[src/rtl/ntsc_rx_pkg.sv]
// Shared types and default timing for the composite sync separator.
// Line timing assumes 780 samples per line at the CK_EE sample rate.
package ntsc_rx_pkg;

    typedef enum logic [1:0] {
        P_NONE,
        P_EQ,
        P_HS,
        P_BROAD
    } pulse_t;

    typedef enum logic {
        ST_SEARCH,
        ST_LOCK
    } st_t;

    localparam logic [5:0] C_SYNC_TH   = 6'd8;
    localparam int         C_H_TOTAL   = 780;
    localparam int         C_EQ_MIN    = 16;
    localparam int         C_HS_MIN    = 40;
    localparam int         C_HS_MAX    = 80;
    localparam int         C_BROAD_MIN = 200;
    localparam int         C_H_TOL     = 4;
    localparam int         C_LOCK_N    = 8;
    localparam int         C_LOST_N    = 4;
    localparam int         C_VS_LINE   = 6;

endpackage

[src/rtl/ntsc_pulse_class.sv]
// Sync-tip slicer, run-length counter and pulse-width classifier.
// The class and its width are presented for one sample after the trailing edge.
module ntsc_pulse_class
    import ntsc_rx_pkg::*;
#(
    parameter logic [5:0] SYNC_TH   = C_SYNC_TH,
    parameter int         EQ_MIN    = C_EQ_MIN,
    parameter int         HS_MIN    = C_HS_MIN,
    parameter int         HS_MAX    = C_HS_MAX,
    parameter int         BROAD_MIN = C_BROAD_MIN
) (
    input  logic       clk,
    input  logic       rst,
    input  logic       ce,
    input  logic [5:0] video,
    output pulse_t     pulse,
    output logic [8:0] width
);

    localparam logic [8:0] EQ_W    = 9'(EQ_MIN);
    localparam logic [8:0] HSMIN_W = 9'(HS_MIN);
    localparam logic [8:0] HSMAX_W = 9'(HS_MAX);
    localparam logic [8:0] BROAD_W = 9'(BROAD_MIN);

    logic       sync_r;
    logic [8:0] run;
    pulse_t     cls;

    always_comb begin
        cls = P_NONE;
        unique case (1'b1)
            (run < EQ_W):                        cls = P_NONE;
            (run >= EQ_W && run < HSMIN_W):      cls = P_EQ;
            (run >= HSMIN_W && run <= HSMAX_W):  cls = P_HS;
            (run > HSMAX_W && run < BROAD_W):    cls = P_NONE;
            (run >= BROAD_W):                    cls = P_BROAD;
        endcase
    end

    always_ff @(posedge clk or posedge rst) begin
        if (rst) begin
            sync_r <= 1'b0;
            run    <= '0;
            pulse  <= P_NONE;
            width  <= '0;
        end else if (ce) begin
            sync_r <= (video <= SYNC_TH);
            pulse  <= P_NONE;
            if (sync_r) begin
                if (run != 9'h1FF)
                    run <= run + 9'd1;
            end else begin
                run <= '0;
                if (run != '0) begin
                    pulse <= cls;
                    width <= run;
                end
            end
        end
    end

endmodule

[src/rtl/ntsc_sync_sep.sv]
// Composite sync separator: H flywheel with lock FSM, V line counter and
// field detection from broad-pulse phase.
module ntsc_sync_sep
    import ntsc_rx_pkg::*;
#(
    parameter logic [5:0] SYNC_TH   = C_SYNC_TH,
    parameter int         H_TOTAL   = C_H_TOTAL,
    parameter int         EQ_MIN    = C_EQ_MIN,
    parameter int         HS_MIN    = C_HS_MIN,
    parameter int         HS_MAX    = C_HS_MAX,
    parameter int         BROAD_MIN = C_BROAD_MIN,
    parameter int         H_TOL     = C_H_TOL,
    parameter int         LOCK_N    = C_LOCK_N,
    parameter int         LOST_N    = C_LOST_N,
    parameter int         VS_LINE   = C_VS_LINE
) (
    input  logic       CK_i,
    input  logic       RST_i,
    input  logic       CK_EE_i,
    input  logic [5:0] VIDEOs_i,
    output logic [9:0] HCTRs_o,
    output logic [9:0] VCTRs_o,
    output logic       HS_o,
    output logic       VS_o,
    output logic       FIELD_o,
    output logic       LOCKED_o
);

    localparam logic [9:0]        H_LAST = 10'(H_TOTAL - 1);
    localparam logic signed [10:0] HT_S  = 11'(H_TOTAL);
    localparam logic signed [10:0] HLF_S = 11'(H_TOTAL / 2);
    localparam logic signed [10:0] Q1_S  = 11'(H_TOTAL / 4);
    localparam logic signed [10:0] Q3_S  = 11'(3 * H_TOTAL / 4);
    localparam logic signed [10:0] TOL_S = 11'(H_TOL);
    localparam logic [3:0]        LOCK_W = 4'(LOCK_N);
    localparam logic [2:0]        LOST_W = 3'(LOST_N);
    localparam logic [9:0]        VS_W   = 10'(VS_LINE);

    pulse_t             pulse;
    logic [8:0]         w;
    st_t                st;
    logic [3:0]         good;
    logic [3:0]         good_next;
    logic [2:0]         miss;
    logic [2:0]         miss_next;
    logic [1:0]         bcnt;
    logic               line_ok;
    logic signed [10:0] diff;
    logic signed [10:0] err;
    logic signed [10:0] lead;
    logic               err_ok;
    logic               is_hs;
    logic               is_broad;
    logic               rephase;
    logic               wrap;
    logic               field_bit;

    ntsc_pulse_class #(
        .SYNC_TH   (SYNC_TH),
        .EQ_MIN    (EQ_MIN),
        .HS_MIN    (HS_MIN),
        .HS_MAX    (HS_MAX),
        .BROAD_MIN (BROAD_MIN)
    ) u_class (
        .clk   (CK_i),
        .rst   (RST_i),
        .ce    (CK_EE_i),
        .video (VIDEOs_i),
        .pulse (pulse),
        .width (w)
    );

    // Phase error folded into one line period, and leading-edge position.
    always_comb begin
        diff = $signed({1'b0, HCTRs_o}) - $signed({2'b00, w});
        err  = diff;
        if (diff >= HLF_S)
            err = diff - HT_S;
        else if (diff < -HLF_S)
            err = diff + HT_S;
        lead = (diff < 11'sd0) ? diff + HT_S : diff;
    end

    assign err_ok    = (err <= TOL_S) && (err >= -TOL_S);
    assign field_bit = (lead >= Q1_S) && (lead < Q3_S);
    assign is_hs     = (pulse == P_HS);
    assign is_broad  = (pulse == P_BROAD);
    assign rephase   = is_hs && ((st == ST_SEARCH) || err_ok);
    assign wrap      = (HCTRs_o == H_LAST);
    assign good_next = err_ok ? good + 4'd1 : 4'd1;
    assign miss_next = miss + 3'd1;

    always_ff @(posedge CK_i or posedge RST_i) begin
        if (RST_i) begin
            HCTRs_o  <= '0;
            VCTRs_o  <= '0;
            HS_o     <= 1'b0;
            VS_o     <= 1'b0;
            FIELD_o  <= 1'b0;
            LOCKED_o <= 1'b0;
            st       <= ST_SEARCH;
            good     <= '0;
            miss     <= '0;
            bcnt     <= '0;
            line_ok  <= 1'b0;
        end else begin
            HS_o <= 1'b0;
            VS_o <= 1'b0;
            if (CK_EE_i) begin
                HS_o <= wrap && !rephase && LOCKED_o;

                if (rephase)
                    HCTRs_o <= {1'b0, w};
                else if (wrap)
                    HCTRs_o <= '0;
                else
                    HCTRs_o <= HCTRs_o + 10'd1;

                if (is_broad && bcnt == 2'd2) begin
                    VS_o    <= 1'b1;
                    VCTRs_o <= VS_W;
                end else if (wrap && VCTRs_o != 10'h3FF) begin
                    VCTRs_o <= VCTRs_o + 10'd1;
                end

                if (is_hs) begin
                    bcnt <= '0;
                end else if (is_broad) begin
                    if (bcnt != 2'd3)
                        bcnt <= bcnt + 2'd1;
                    if (bcnt == 2'd0)
                        FIELD_o <= field_bit;
                end

                unique case (st)
                    ST_SEARCH: begin
                        if (is_hs) begin
                            good <= good_next;
                            if (good_next == LOCK_W) begin
                                st       <= ST_LOCK;
                                LOCKED_o <= 1'b1;
                                miss     <= '0;
                                line_ok  <= 1'b1;
                            end
                        end
                    end
                    ST_LOCK: begin
                        if (wrap) begin
                            line_ok <= 1'b0;
                            if (line_ok || rephase) begin
                                miss <= '0;
                            end else if (miss_next == LOST_W) begin
                                st       <= ST_SEARCH;
                                LOCKED_o <= 1'b0;
                                good     <= '0;
                                miss     <= '0;
                            end else begin
                                miss <= miss_next;
                            end
                        end else if (rephase) begin
                            line_ok <= 1'b1;
                        end
                    end
                endcase
            end
        end
    end

endmodule

[config.mk]
export PLATFORM = sky130hd
export DESIGN_NAME = ntsc_sync_sep
export DESIGN_NICKNAME = d
export VERILOG_FILES = /design/src/rtl/ntsc_rx_pkg.sv /design/src/rtl/ntsc_pulse_class.sv /design/src/rtl/ntsc_sync_sep.sv
export SDC_FILE = /design/constraint.sdc
export NUM_CORES = 1
export LEC_CHECK = 0
export CORE_UTILIZATION = 50
export CTS_CLUSTER_SIZE = 8
export DETAILED_ROUTE_END_ITERATION = 10
export HOLD_SLACK_MARGIN = 0.03
export PLACE_DENSITY = 0.67
export SYNTH_ARGS = -nofsm -noshare
export SYNTH_HDL_FRONTEND = slang
export SYNTH_HIERARCHICAL = 1
export SYNTH_SLANG_ARGS = --single-unit
[constraint.sdc]
create_clock -name CK_i -period 5.54 [get_ports CK_i]
set_input_delay 0.554 -clock CK_i [delete_from_list [all_inputs] [get_ports CK_i]]
set_output_delay 0.554 -clock CK_i [all_outputs]
set_load 0.005 [all_outputs]
==> out/summary.md, run 1 <==
At the worst endpoint, the arrival time is 5.34 ns. The post-synthesis share of cell area spent on and, or, nand and nor gates was 22.6%. The dominant combinational cell family by area after synthesis is compound AO/OA/AOI/OAI gates.

The multi-input combinational cells in the finished layout cover a total of 0.00289 mm2. The multiplexer area fraction after synthesis was 4.28%. Setup violations remaining at the end of the flow were counted as 0. For the final database, setup skew stands at 0.0144 ns. Leaving out fill and tap cells, the most frequent cells in the layout are sky130_fd_sc_hd__dfrtp_1, sky130_fd_sc_hd__nand2_1, sky130_fd_sc_hd__nor2_1. In the final routed layout, each cell accounts on average for 17.0 um. Summing the areas of all fa, ha and maj instances in the mapped netlist gives 7.06% of the synthesized area. The die boundary width is 97.2 um, and the cell area power density is 456 mW/mm2. The via count of the first global-routing pass came out at 3,890.

Setup repair after global routing left no endpoint under its margin. The synthesized netlist occupies a cell area of 0.00453 mm2. Buffers inserted to repair hold after CTS numbered 0.

The logs give 2.09 nW for the leakage power and 24.2% for the global router's overall resource usage. The worst path needs 5.14 ns of the cycle, external delays included. The count of pins over their slew limit was 0; the hold violation count in the final report was 0.

The worst setup path is launched from a flip-flop. The run gives 651 as the number of placed instances with taps included. The run gives 0 as the max-cap check violation count. The tools report the endpoint kind of the worst setup timing path as a flip-flop. The share of the synthesized netlist area taken by xor and xnor gates was 4.75%. The post-detailed-route DRC marker count was 0; the clock-pin slew of the registers on the worst-case setup and hold paths was 0.10 ns. The number of antenna diodes in the final layout is 0. The tools report the routed via count as 4,082.

The most used flip-flop cell after synthesis is sky130_fd_sc_hd__dfrtp_1. In the routed layout, each cell is associated on average with a via count of 6.19. The layout overhead on the synthesized area is 10.9%, and the total wirelength of the detailed-routed design is 11,200 um. The number of nets in the layout came out at 584. In this run the deepest clock path goes through 2 buffers. The number of standard cells in the layout, taps in and fillers out came out at 659. The number of antenna violations at the first check in global routing is 0, and the flip-flop and latch count after synthesis is 56.

The logs give 6 for the Yosys warning count and 56 for the total clock sinks. The number of setup buffers added after CTS is 0. Port buffering added 32 buffers. Along the worst path, the maximum fanout reaches 22.

The tree is rooted in a sky130_fd_sc_hd__clkbuf_8. The flow ran to the end, and the final reports show no timing, DRC or antenna violations. The clock reaches the later pin of the worst-skew pair after 0.32 ns. Weighted congestion at the end of routability-driven global placement: 0.894. Post-synthesis area per instance: 8.64 um2. The sequential area share after synthesis came out at 30.9%. The initial utilization of the core area, before any placement, comes to 51.7%. Yosys mapped the design onto 88 distinct sky130hd cell types. Entering global routing, the biggest net connects 43 pins. In this run, post-CTS repair resized a total of 0 instances.

TritonCTS built the clock tree. The logs give 34 for the number of standard-cell rows in the floorplan and 47.4% for the remaining max-slew budget at the tightest pin. The synthesized netlist devotes 25.1% of its cell area to compound gates. In this run, synthesis inferred 0 flip-flops with an integrated enable. Summed over all layers, the global routing overflow is 0. Fill cells in the final layout number 816. After synthesis, the share of flip-flops with an asynchronous set or reset is 100%. For the pin with the worst max-slew slack, the measured transition is 0.789 ns. The footprint of the flip-flops and latches is 0.00140 mm2.

The first routing iteration left 150 violations. The H-tree was split into 2 levels. The I/O pin total was 33; the post-synthesis net count was 559. Die boundary height: 97.2 um. The pre-antenna-repair detailed-routing pass consisted of 4 iterations. The share of the cycle needed by the critical path after routing was 92.9%. Once detailed placement completed, the half-perimeter wirelength came to 8580 um. The post-route antenna net violation count is 0. Cells with a size suffix above 1 make up 10.5% of the layout. For this run, the top clock speed supported by timing is 0.194 GHz. The die covers 0.00945 mm2.

The type of the most critical hold path is reg2reg. In the synthesized netlist, the number of instances is 525. The peak supply drop is 0.000197 V, and the number of CTS-inserted buffers is 5. Sum of negative setup slack: 0 ns. Kind of critical path: reg2reg. The first global-routing pass estimated 19,000 um of wire. The total area inside the core boundary comes to 0.00876 mm2. Most frequent standard cell in the layout excluding fill and tap cells: sky130_fd_sc_hd__dfrtp_1. Data on the critical path is required at its endpoint by 5.74 ns.
flip-flops by register name, indices dropped and copies added, names as in the netlist:
name / flops
line_ok: 1
good: 4
u_class/pulse: 2
u_class/sync_r: 1
VCTRs_o: 10
VS_o: 1
st: 1
HCTRs_o: 10
miss: 3
u_class/run: 9
HS_o: 1
LOCKED_o: 1
u_class/width: 9
bcnt: 2
FIELD_o: 1
report_power, final:
group	internal (mW)	switching, mW
registers	0.448	0.0631
clock network	0.0903	0.146
logic	0.616	0.930
cells in the mapped netlist (all sizes together), types with 6 or more instances:
cell	number	area, um2
a211oi	6	75.1
a21o	8	60.1
a21oi	24	131
a22oi	6	45.0
a31oi	15	109
and3	7	43.8
buf	12	70.1
clkbuf	9	33.8
dfrtp	56	1400
ha	24	300
inv	35	131
mux2	11	124
mux2i	7	70.1
nand2	46	175
nand2b	9	56.3
nand3	22	115
nand4	9	56.3
nor2	44	175
nor2b	7	43.8
nor3	13	75.1
nor3b	6	50.1
o21ai	30	154
o22ai	6	37.5
or3	11	68.8
xnor2	12	113
xor2	10	103
final cells by class:
class	instances	share of cell area, %
clock buffer	5	1.37
clock inverter	3	0.423
inverter	36	2.69
multi-input combinational	412	57.6
sequential	56	27.9
tap	108	2.69
timing repair buffer	39	7.41
routing by layer:
metal	vias to the layer above	GRT usage (%)	wire, um
li1	1983	-	-
met1	2005	31.0	5010
met2	81	43.2	5680
met5	-	0	0
met3	13	2.73	351
met4	0	6.22	172
cell families after synthesis:
family / count (synthesis)
AOI/OAI and AO/OA: 152
xor gates and xnor gates: 22
adders and majority gates: 25
buffers and inverters: 57
DFF: 56
muxes: 18
and+or+nand+nor: 195
critical path: stages, from the launching register on:
cell,delay (ns)
sky130_fd_sc_hd__dfrtp_1,0.43
sky130_fd_sc_hd__inv_1,0.06
sky130_fd_sc_hd__ha_1,0.21
sky130_fd_sc_hd__fa_1,0.40
sky130_fd_sc_hd__nand2b_1,0.20
sky130_fd_sc_hd__a211oi_2,0.26
sky130_fd_sc_hd__nor2_1,0.14
sky130_fd_sc_hd__xor2_1,0.48
sky130_fd_sc_hd__nor4_1,0.13
sky130_fd_sc_hd__buf_4,0.17
sky130_fd_sc_hd__nor3_1,0.16
sky130_fd_sc_hd__ha_1,0.26
sky130_fd_sc_hd__o22ai_1,0.16
sky130_fd_sc_hd__a31o_1,0.14
sky130_fd_sc_hd__and2_1,0.12
sky130_fd_sc_hd__o2111ai_1,0.10
sky130_fd_sc_hd__or4b_1,0.67
sky130_fd_sc_hd__a31oi_4,0.23
sky130_fd_sc_hd__buf_4,0.29
sky130_fd_sc_hd__a21oi_1,0.07
sky130_fd_sc_hd__a311o_1,0.32
final timing paths:
| path | startpoint | end | slack [ns] | cells past startpoint |
|---|---|---|---|---|
| setup / recovery | HCTRs_o[0]$_DFFE_PP0P_ | HCTRs_o[2]$_DFFE_PP0P_ | 0.40 | 20 |
| hold / removal | FIELD_o$_DFFE_PP0P_ | FIELD_o$_DFFE_PP0P_ | 0.48 | 2 |
| setup reg to reg | HCTRs_o[0]$_DFFE_PP0P_ | HCTRs_o[2]$_DFFE_PP0P_ | 0.40 | 20 |
| hold reg to reg | FIELD_o$_DFFE_PP0P_ | FIELD_o$_DFFE_PP0P_ | 0.48 | 2 |
| max in group asynchronous | RST_i | u_class/width[0]$_DFFE_PP0P_ | 4.34 | 2 |
| min in group asynchronous | RST_i | HCTRs_o[8]$_DFFE_PP0P_ | 0.65 | 3 |
metrics by stage:
step	worst slack, ns	util (%)	area, um2	power [mW]	hold WS, ns
2_1_floorplan	0.875	-	4530	1.66	0.464
3_3_place_gp	0.494	56.4	4940	2.03	0.459
3_5_place_dp	0.384	56.4	4940	2.05	0.469
4_1_cts	0.382	57.4	5030	2.29	0.494
5_1_grt	0.0444	57.4	5030	2.48	0.529
6_report	0.396	57.4	5030	2.29	0.484
Note: power is estimated with default switching activity, not from simulation.
==> inputs of run 2 (changes only) <==
- CTS_CLUSTER_SIZE: 8 -> unset
==> results of run 2 <==
The final DEF is identical to that of run 1; final timing and power are the same.
==> inputs of run 3 (changes only) <==
- PLACE_DENSITY: 0.67 -> 0.75
==> run 3 against run 2 <==
Sequential power hardly changed. Clock skew is 0.0010 ns lower. Die area stayed put. Critical path type unchanged. Largest power group unchanged. Fmax is 0.92% higher. Power is 0.70% higher.
==> out/summary.md, run 3 (synthesis gave the netlist of run 1 again) <==
The internal power is 1.17 mW (+1.3%). The final design area excluding fillers came out at 0.00504 mm2 (+0.15%). The tools report the start point of the critical path as HCTRs_o[0]$_DFFE_PP0P_.

The tools report the part of the total power dissipated in the clock network as 9.9% (-0.4 points). The number of placed instances with taps included came out at 652 (+0.15%). The signal on the critical path passes through inv_1 -> ha_1 -> fa_1 -> nand2b_1 -> a211oi_2 -> nor2_1 -> xor2_1 -> nor4_1 -> buf_4 -> nor3_1 -> ha_1 -> o22ai_1 -> a31o_1 -> and2_1 -> o2111ai_1 -> or4b_1 -> a31oi_4 -> buf_4 -> a21oi_1 -> a311o_1. The sum of negative setup slack was 0 ns (unchanged). The run gives 0 (unchanged) as the final antenna diode count. The average via count per standard cell is 6.28 (+1.3%).

The root buffer cell chosen for the clock tree is sky130_fd_sc_hd__clkbuf_8. The type of the most critical hold path is reg2reg. The depth of the worst register-to-register path is 20 (unchanged). The total number of cells along the worst setup path is 20 (unchanged), and the final worst clock skew is 0.0134 ns (-0.00103 ns).

The most frequent standard cell in the layout excluding fill and tap cells is sky130_fd_sc_hd__dfrtp_1. Setup repair after global routing left no endpoint under its margin. The total power of the final layout was 2.31 mW (+0.70%).

The arrival time of the worst setup path is 5.29 ns (-0.05 ns), and the number of standard cells in the layout, taps in and fillers out is 660 (+0.15%). The max-cap check violation count came out at 0 (unchanged). The combined buffer and inverter count along the critical path came out at 3 (unchanged). The global routing's busiest layer is met2. The maximum clock insertion buffer count is 2 (unchanged). In this run the critical register-to-register path is launched from HCTRs_o[0]$_DFFE_PP0P_. Final core area utilization: 57.5% (+0.086 points). Met2 track utilization from global routing: 41.7% (-1.6 points).

The critical path ends at HCTRs_o[8]$_DFFE_PP0P_. The post-place instance area was 0.00495 mm2 (+0.15%). Weighted congestion at the end of routability-driven global placement: 0.908 (+1.5%). Actual transition at the worst max-transition pin: 0.802 ns (+0.0130 ns).

Grouping stages by cell kind, the critical path spends the most delay in simple AND/OR/NAND/NOR gates. The die boundary height is 97.2 um (unchanged), and the count of pins over their slew limit is 0 (unchanged). The cell area power density is 458 mW/mm2 (+0.55%), and the total number of H-tree levels is 2 (unchanged). The tools report the total wirelength of the detailed-routed design as 11,200 um (-0.46%). The run gives 585 (+0.17%) as the number of nets in the layout. The setup fix buffers added after clock tree synthesis is 0 (unchanged). The tools report the portion of total power attributed to combinational logic as 67.9% (+0.5 points).

For the remaining max-slew budget at the tightest pin, the log shows 46.5% (-0.86 points). The die outline area was 0.00945 mm2 (unchanged); the maximum net fanout on the critical path was 22 (unchanged). The number of antenna violations at the first check in global routing came out at 0 (unchanged).

The kind of critical path was reg2reg. The count of input and output buffers was 32 (unchanged); the routed via count was 4,143 (+1.5%). The final number of setup-violating endpoints is 0 (unchanged), and the total clock sinks is 56 (unchanged). Compared with the post-synthesis result, the final layout area differs by 11.1%. The flow ran to the end, and the final reports show no timing, DRC or antenna violations. The global router's overall resource usage was 23.5% (-0.70 points). The run gives 5 (+1) as the number of optimization iterations in the first detailed-route pass.

The per-cell routed wire length works out to 16.9 um (-0.61%). The maximum clock frequency is 0.196 GHz (+0.92%). TritonCTS built the clock tree. The logs give 0 (unchanged) for the post-cts repair resize count and 0 (unchanged) for the post-route antenna net violation count. The run gives 2.52% (-0.22 points) as the met3 track utilization from global routing.

The switching power total was 1.14 mW (+0.11%). The share of the cycle needed by the critical path after routing was 92.0% (-0.85 points); the number of CTS-inserted buffers was 5 (unchanged). Clock-pin slew of the registers on the worst-case setup and hold paths: 0.10 ns (about the same).

The logs give 5.74 ns (about the same) for the critical path data required time and 0.000217 V (+10%) for the peak supply drop. The hold buffer count at CTS was 0 (unchanged). The share of power burned in registers came out at 22.1% (-0.2 points).

The total half-perimeter wirelength after legalization and detailed placement is 8570 um (about the same). For the number of DRC markers in iteration 0, the log shows 195 (+30%). The number of standard-cell rows in the floorplan was 34 (unchanged); the proportion of layout cells with a drive suffix above 1 was 10.7% (+0.16 points). The top cell types in the final layout, fill and taps aside, are sky130_fd_sc_hd__dfrtp_1, sky130_fd_sc_hd__nand2_1, sky130_fd_sc_hd__nor2_1. The clock latency on the worst-skew pair is 0.31 ns (about the same), and the I/O pin total is 33 (unchanged). Highest-delay cell along the critical path: sky130_fd_sc_hd__or4b_1. The maximum single-stage delay on the critical path was 0.67 ns (about the same); the hold violation count in the final report was 0 (unchanged). In the final layout, the registers with the most flip-flops are HCTRs_o: 10 flops, VCTRs_o: 10 flops.

The post-detailed-route DRC marker count was 0 (unchanged). The total global routing overflow is 0 (unchanged). The capturing point of the worst reg2reg path is HCTRs_o[8]$_DFFE_PP0P_. STA classifies the critical path startpoint as a flip-flop. The minimum clock period after layout is 5.10 ns (-0.0469 ns). The worst setup path is captured at a flip-flop. The proportion of total power due to net switching is 49.4% (-0.29 points). The area of the core was 0.00876 mm2 (unchanged). The pin count of the biggest net entering global routing came out at 43 (unchanged). The wire length of the first global-routing pass is 18,500 um (-2.4%), and the initial cell density of the core is 51.7% (unchanged). The logs give 3,913 (+0.59%) for the via count of the first global-routing pass and 2.09 nW (+0.23%) for the leakage power. The run gives 30.3% (-0.70 points) as the met1 routing resource usage after global routing.

For the setup slack of the most critical reg-to-reg path, the log shows 0.44 ns (+0.05 ns). The die boundary width came out at 97.2 um (unchanged).
run 3: cell count changes in the layout (fill, tap and decap cells not counted):
cell / before / now
sky130_fd_sc_hd__buf_4: 7 / 8
run 3: stage by stage:
stage | setup WS (ns) | hold slack (ns)
6_report | 0.443 | 0.487
5_1_grt | 0.0103 | 0.532
4_1_cts | 0.448 | 0.500
3_5_place_dp | 0.473 | 0.476
3_3_place_gp | 0.620 | 0.460
2_1_floorplan | 0.875 | 0.464
run 3: worst register-to-register path: cells and delay by family, from the launching register on:
family,cells,cell delay (ns)
buf+inv,3,0.52
simple gates,6,1.41
flops,1,0.42
xor+xnor,1,0.44
fa+ha+maj,3,0.90
compound gates,7,1.29
run 3: how the worst min path moves through the flow:
| stage | startpoint | endpoint | slack, ns | cells after the start |
|---|---|---|---|---|
| after CTS | FIELD_o$_DFFE_PP0P_ | FIELD_o$_DFFE_PP0P_ | 0.50 | 2 |
| after floorplan | FIELD_o$_DFFE_PP0P_ | FIELD_o$_DFFE_PP0P_ | 0.46 | 2 |
| final | FIELD_o$_DFFE_PP0P_ | FIELD_o$_DFFE_PP0P_ | 0.49 | 2 |
| after global routing | FIELD_o$_DFFE_PP0P_ | FIELD_o$_DFFE_PP0P_ | 0.53 | 2 |
| after global placement | FIELD_o$_DFFE_PP0P_ | FIELD_o$_DFFE_PP0P_ | 0.46 | 2 |
| after detailed placement | FIELD_o$_DFFE_PP0P_ | FIELD_o$_DFFE_PP0P_ | 0.48 | 2 |
run 3: layout make-up:
class / instances / area, um2
clock buffer: 5 / 68.8
sequential: 56 / 1400
tap: 108 / 135
multi-input combinational: 412 / 2890
clock inverter: 3 / 21.3
timing repair buffer: 40 / 380
fill: 808 / 3730
inverter: 36 / 135
run 3: power by group through the flow:
stage / combinational [mW] / clock (mW) / sequential (mW)
floorplan: 1.16 / 0 / 0.502
global placement: 1.53 / 0 / 0.515
detailed placement: 1.55 / 0 / 0.517
CTS: 1.55 / 0.236 / 0.509
global route: 1.72 / 0.251 / 0.518
finish: 1.57 / 0.229 / 0.511
run 3: metal layers:
metal  vias up  wire, um
met2       132      5620
li1       1999         -
met3        19       522
met1      1993      4820
met4         0       193
met5         -         0
==> variant 1, RTL diff (config.mk and constraints of run 3) <==
One comparison of `HCTRs_o` changes from == to >=.
--- a/src/rtl/ntsc_sync_sep.sv
+++ b/src/rtl/ntsc_sync_sep.sv
@@ -86,7 +86,7 @@
     assign is_hs     = (pulse == P_HS);
     assign is_broad  = (pulse == P_BROAD);
     assign rephase   = is_hs && ((st == ST_SEARCH) || err_ok);
-    assign wrap      = (HCTRs_o == H_LAST);
+    assign wrap      = (HCTRs_o >= H_LAST);
     assign good_next = err_ok ? good + 4'd1 : 4'd1;
     assign miss_next = miss + 3'd1;
 
Behaviour: no difference found for any inputs over 10 cycles, from zero or initial values and one cycle with RST_i high; that may be too few to reach the edited logic, so the function may still have changed.
==> variant 1 against run 3 <==
- synthesized area is 2.4% lower
- fmax increased by 1.1%
- critical path depth down 4
- clock skew fell by 0.0075 ns
- die area is 2.4% lower
- wire length decreased by 5.9%
- final area shrank 2.5%
- first-iteration DRC count is 54% higher
- worst setup slack improved by 0.057 ns
- power fell by 7.4%
- sequential cell count is the same
- cell count shrank 3.5%
- critical endpoint is now HCTRs_o[7]$_DFFE_PP0P_
- largest power group unchanged
==> variant 1: results (changes against run 3) <==
Parameter                              Value

Critical path
  Endpoint of the lowest-slack register-to-register path ... HCTRs_o[7]$_DFFE_PP0P_
  R2r setup slk ... 0.50 ns (+0.06 ns)
  Max incr delay on CP ... 0.56 ns (-0.11 ns)
  Slowest stage cell on the critical path ... sky130_fd_sc_hd__xnor2_1
  Reg2reg path depth ... 16 (-20%)

Power and ir drop
  Leakage power of the design ... 2.09 nW (-0.31%)
  Maximum vdd ir drop ... 184 µV (-15%)
  Internal power of the cells ... 1.11 mW (-5.1%)

Detailed routing
  Detailed-route wire length ... 10500 µm (-5.9%)
  DR vias ... 3993 (-3.6%)
  Detailed-route wire length on metal 1 ... 4750 µm (-1.4%)
  Amount of wire on met2 after detailed routing ... 5140 µm (-8.6%)

Logic synthesis
  Fraction of the yosys area taken by sequential cells ... 31.7% (+0.77 points)
  Cell types with the largest area share after synthesis ... sky130_fd_sc_hd__dfrtp_1 (32%), sky130_fd_sc_hd__ha_1 (6.8%), sky130_fd_sc_hd__nand2_1 (3.3%)
  Leading post-synthesis cells by instance count ... sky130_fd_sc_hd__dfrtp_1 (56), sky130_fd_sc_hd__nand2_1 (39), sky130_fd_sc_hd__nor2_1 (38)
  Count of unique library cells instantiated by Yosys ... 83 (-5.7%)

Placement
  GP Congestion ... 0.908 (about the same)
  Final HPWL DP ... 7950 µm (-7.2%)

Status
  Status ... finished, final reports clean

STA
  Max_slew headroom ... 45.7% (-0.82 points)
  Final period util ... 91.0% (-1.0 points)
  Clk_skew ... 0.00585 ns (-0.00754 ns)
  Worst Hold Margin ... 0.529 ns (+0.0423 ns)

GRT
  Met2 usage in global routing ... 42.3% (+0.66 points)
  Global Route Usage Sum ... 24.7% (+1.3 points)
  Wire length of the first global-routing pass ... 18000 µm (-2.6%)

Cells and area
  Final-stage net count ... 565 (-3.4%)
  Share of final-layout standard cells stronger than drive strength 1 ... 8.08% (-2.6 points)
variant 1: cell types whose count changed in the layout (fill, tap and decap cells not counted), moves of 5 or more:
| cell | change |
|---|---|
| sky130_fd_sc_hd__nand3b_1 | +5 |
| sky130_fd_sc_hd__nand3_1 | -6 |
| sky130_fd_sc_hd__and2_1 | +5 |
| sky130_fd_sc_hd__nand2_1 | -6 |
| sky130_fd_sc_hd__a221o_1 | +7 |
| sky130_fd_sc_hd__nor3_1 | +5 |
| sky130_fd_sc_hd__a31oi_1 | -9 |
| sky130_fd_sc_hd__inv_1 | -7 |
variant 1: cells by family after synthesis:
family / synth area share [%]
AOI/OAI and AO/OA: 24.9
and+or+nand+nor: 23.4
adders and majority gates: 7.24
DFF: 31.7
buffers and inverters: 5.09
muxes: 3.93
xor gates and xnor gates: 3.76
variant 1: final cells by class:
type                       instances  area (µm²)
clock inverter                     3        22.5
clock buffer                       5        68.8
multi-input combinational        399        2800
inverter                          29         109
sequential                        56        1400
fill                             756        3470
timing repair buffer              40         380
tap                              105         131
==> variant 2, RTL diff (flow settings as in run 3) <==
Made on the original files. Change the package constant `C_HS_MAX` from 80 to 40.
--- a/src/rtl/ntsc_rx_pkg.sv
+++ b/src/rtl/ntsc_rx_pkg.sv
@@ -18,7 +18,7 @@
     localparam int         C_H_TOTAL   = 780;
     localparam int         C_EQ_MIN    = 16;
     localparam int         C_HS_MIN    = 40;
-    localparam int         C_HS_MAX    = 80;
+    localparam int         C_HS_MAX    = 40;
     localparam int         C_BROAD_MIN = 200;
     localparam int         C_H_TOL     = 4;
     localparam int         C_LOCK_N    = 8;
Function: no difference found for any inputs over 10 cycles, from zero or initial values and one cycle with RST_i high; that may be too few to reach the edited logic, so the function may still have changed.
==> variant 2 against run 3 <==
- clock power up 5%
- sequential cell count unchanged
- power up 11%
- final area up 3.9%
- die area up 3.5%
- hold slack better by 0.029 ns
- fmax down 3.9%
- worst setup slack worse by 0.21 ns
- core utilization down 0.31 points
- wire length up 8.1%
- synthesized area up 3.6%
- sequential share of layout area down 1.0 points
==> variant 2: results (changes against run 3) <==
Parameter                              Value

Status
  Status ... finished, final reports clean

GRT
  Wire length of the first global-routing pass ... 20500 µm (+11%)
  Number of global-route vias before repair ... 4129 (+5.5%)
  GR Layer Usage met3 ... 3.26% (+0.74 points)
  Global Route Usage Sum ... 26.0% (+2.6 points)
  Met1 routing resource usage after global routing ... 35.4% (+5.1 points)
  Met2 usage in global routing ... 42.7% (+1.1 points)

Logic synthesis
  Fraction of the yosys area taken by sequential cells ... 29.8% (-1.1 points)
  Post-Syn Nets ... 577 (+3.2%)
  Leading post-synthesis cells by instance count ... sky130_fd_sc_hd__dfrtp_1 (56), sky130_fd_sc_hd__nand2_1 (46), sky130_fd_sc_hd__nor2_1 (43)
  Synthesized area divided by synthesized cell count ... 8.65 µm² (+0.15%)

Power and ir drop
  Register share of total power ... 19.7% (-2.4 points)
  Leakage power of the design ... 2.20 nW (+5.0%)
  Internal power of the cells ... 1.27 mW (+8.3%)
  P_seq ... 504 µW (-1%)
  Maximum vdd ir drop ... 227 µV (+5.0%)
  Part of the power in the clock network ... 9.4% (-0.5 points)

Placement
  Post-Place Cell Area ... 5130 µm² (+3.7%)
  GP Congestion ... 0.925 (+1.9%)
  Worst slack, placed ... 0.148 ns (-0.325 ns)
  Final HPWL DP ... 9130 µm (+6.6%)

Cells and area
  Final standard cell count with taps included and fillers excluded ... 683 (+3.5%)
  Share of final-layout standard cells stronger than drive strength 1 ... 9.09% (-1.6 points)
  Final-stage net count ... 606 (+3.6%)

STA
  Clk_skew ... 0.0190 ns (+0.00557 ns)
  Worst Hold Margin ... 0.516 ns (+0.0295 ns)
  Max_slew headroom ... 47.8% (+1.3 points)

Min path
  Hold_sp ... u_class/width[3]$_DFFE_PP0P_
  Worst hold stages ... 1 (-1)
  Endpoint of the worst hold path ... u_class/width[3]$_DFFE_PP0P_

Critical path
  Highest fanout seen on the critical path ... 5 (-77%)
  Reg2reg path depth ... 18 (-10%)
  Endpoint of the lowest-slack register-to-register path ... miss[0]$_DFFE_PP0P_
  WP data arrival ... 5.51 ns (+0.22 ns)
  R2r setup slk ... 0.24 ns (-0.21 ns)

Detailed routing
  Detailed-route wire length ... 12100 µm (+8.1%)
  Detailed-route wire length on metal 1 ... 5400 µm (+12%)
  Via density ... 6.45 (+2.7%)
  Sum of met3 wire segment lengths after detailed routing ... 609 µm (+17%)
==> variant 2: cell types whose count changed after synthesis, sizes merged, moves of 5 or more <==
| cell | run 3 | this run |
|---|---|---|
| a211o | 1 | 11 |
| a31oi | 15 | 7 |
| nand3 | 22 | 15 |
| a21oi | 24 | 30 |
| and3 | 7 | 13 |
| mux2i | 7 | 13 |
| nor4 | 1 | 7 |
| o31ai | 5 | 11 |
| clkbuf | 9 | 14 |
| inv | 35 | 30 |
==> variant 2: final cells by class <==
class	count	area, µm²
clock buffer	6	82.6
fill	815	3920
multi-input combinational	433	3060
clock inverter	1	8.76
sequential	56	1400
inverter	32	120
timing repair buffer	44	423
tap	111	139
==> variant 2: kinds of logic after synthesis <==
kind of cell,after synthesis,synth area share (%)
AO/OA/AOI/OAI,170,26.7
multiplexers,22,5.49
XOR/XNOR,19,3.70
AND/OR/NAND/NOR,197,22.2
buffers and inverters,54,5.27
adder cells (fa/ha/maj),25,6.82
flip-flops,56,29.8
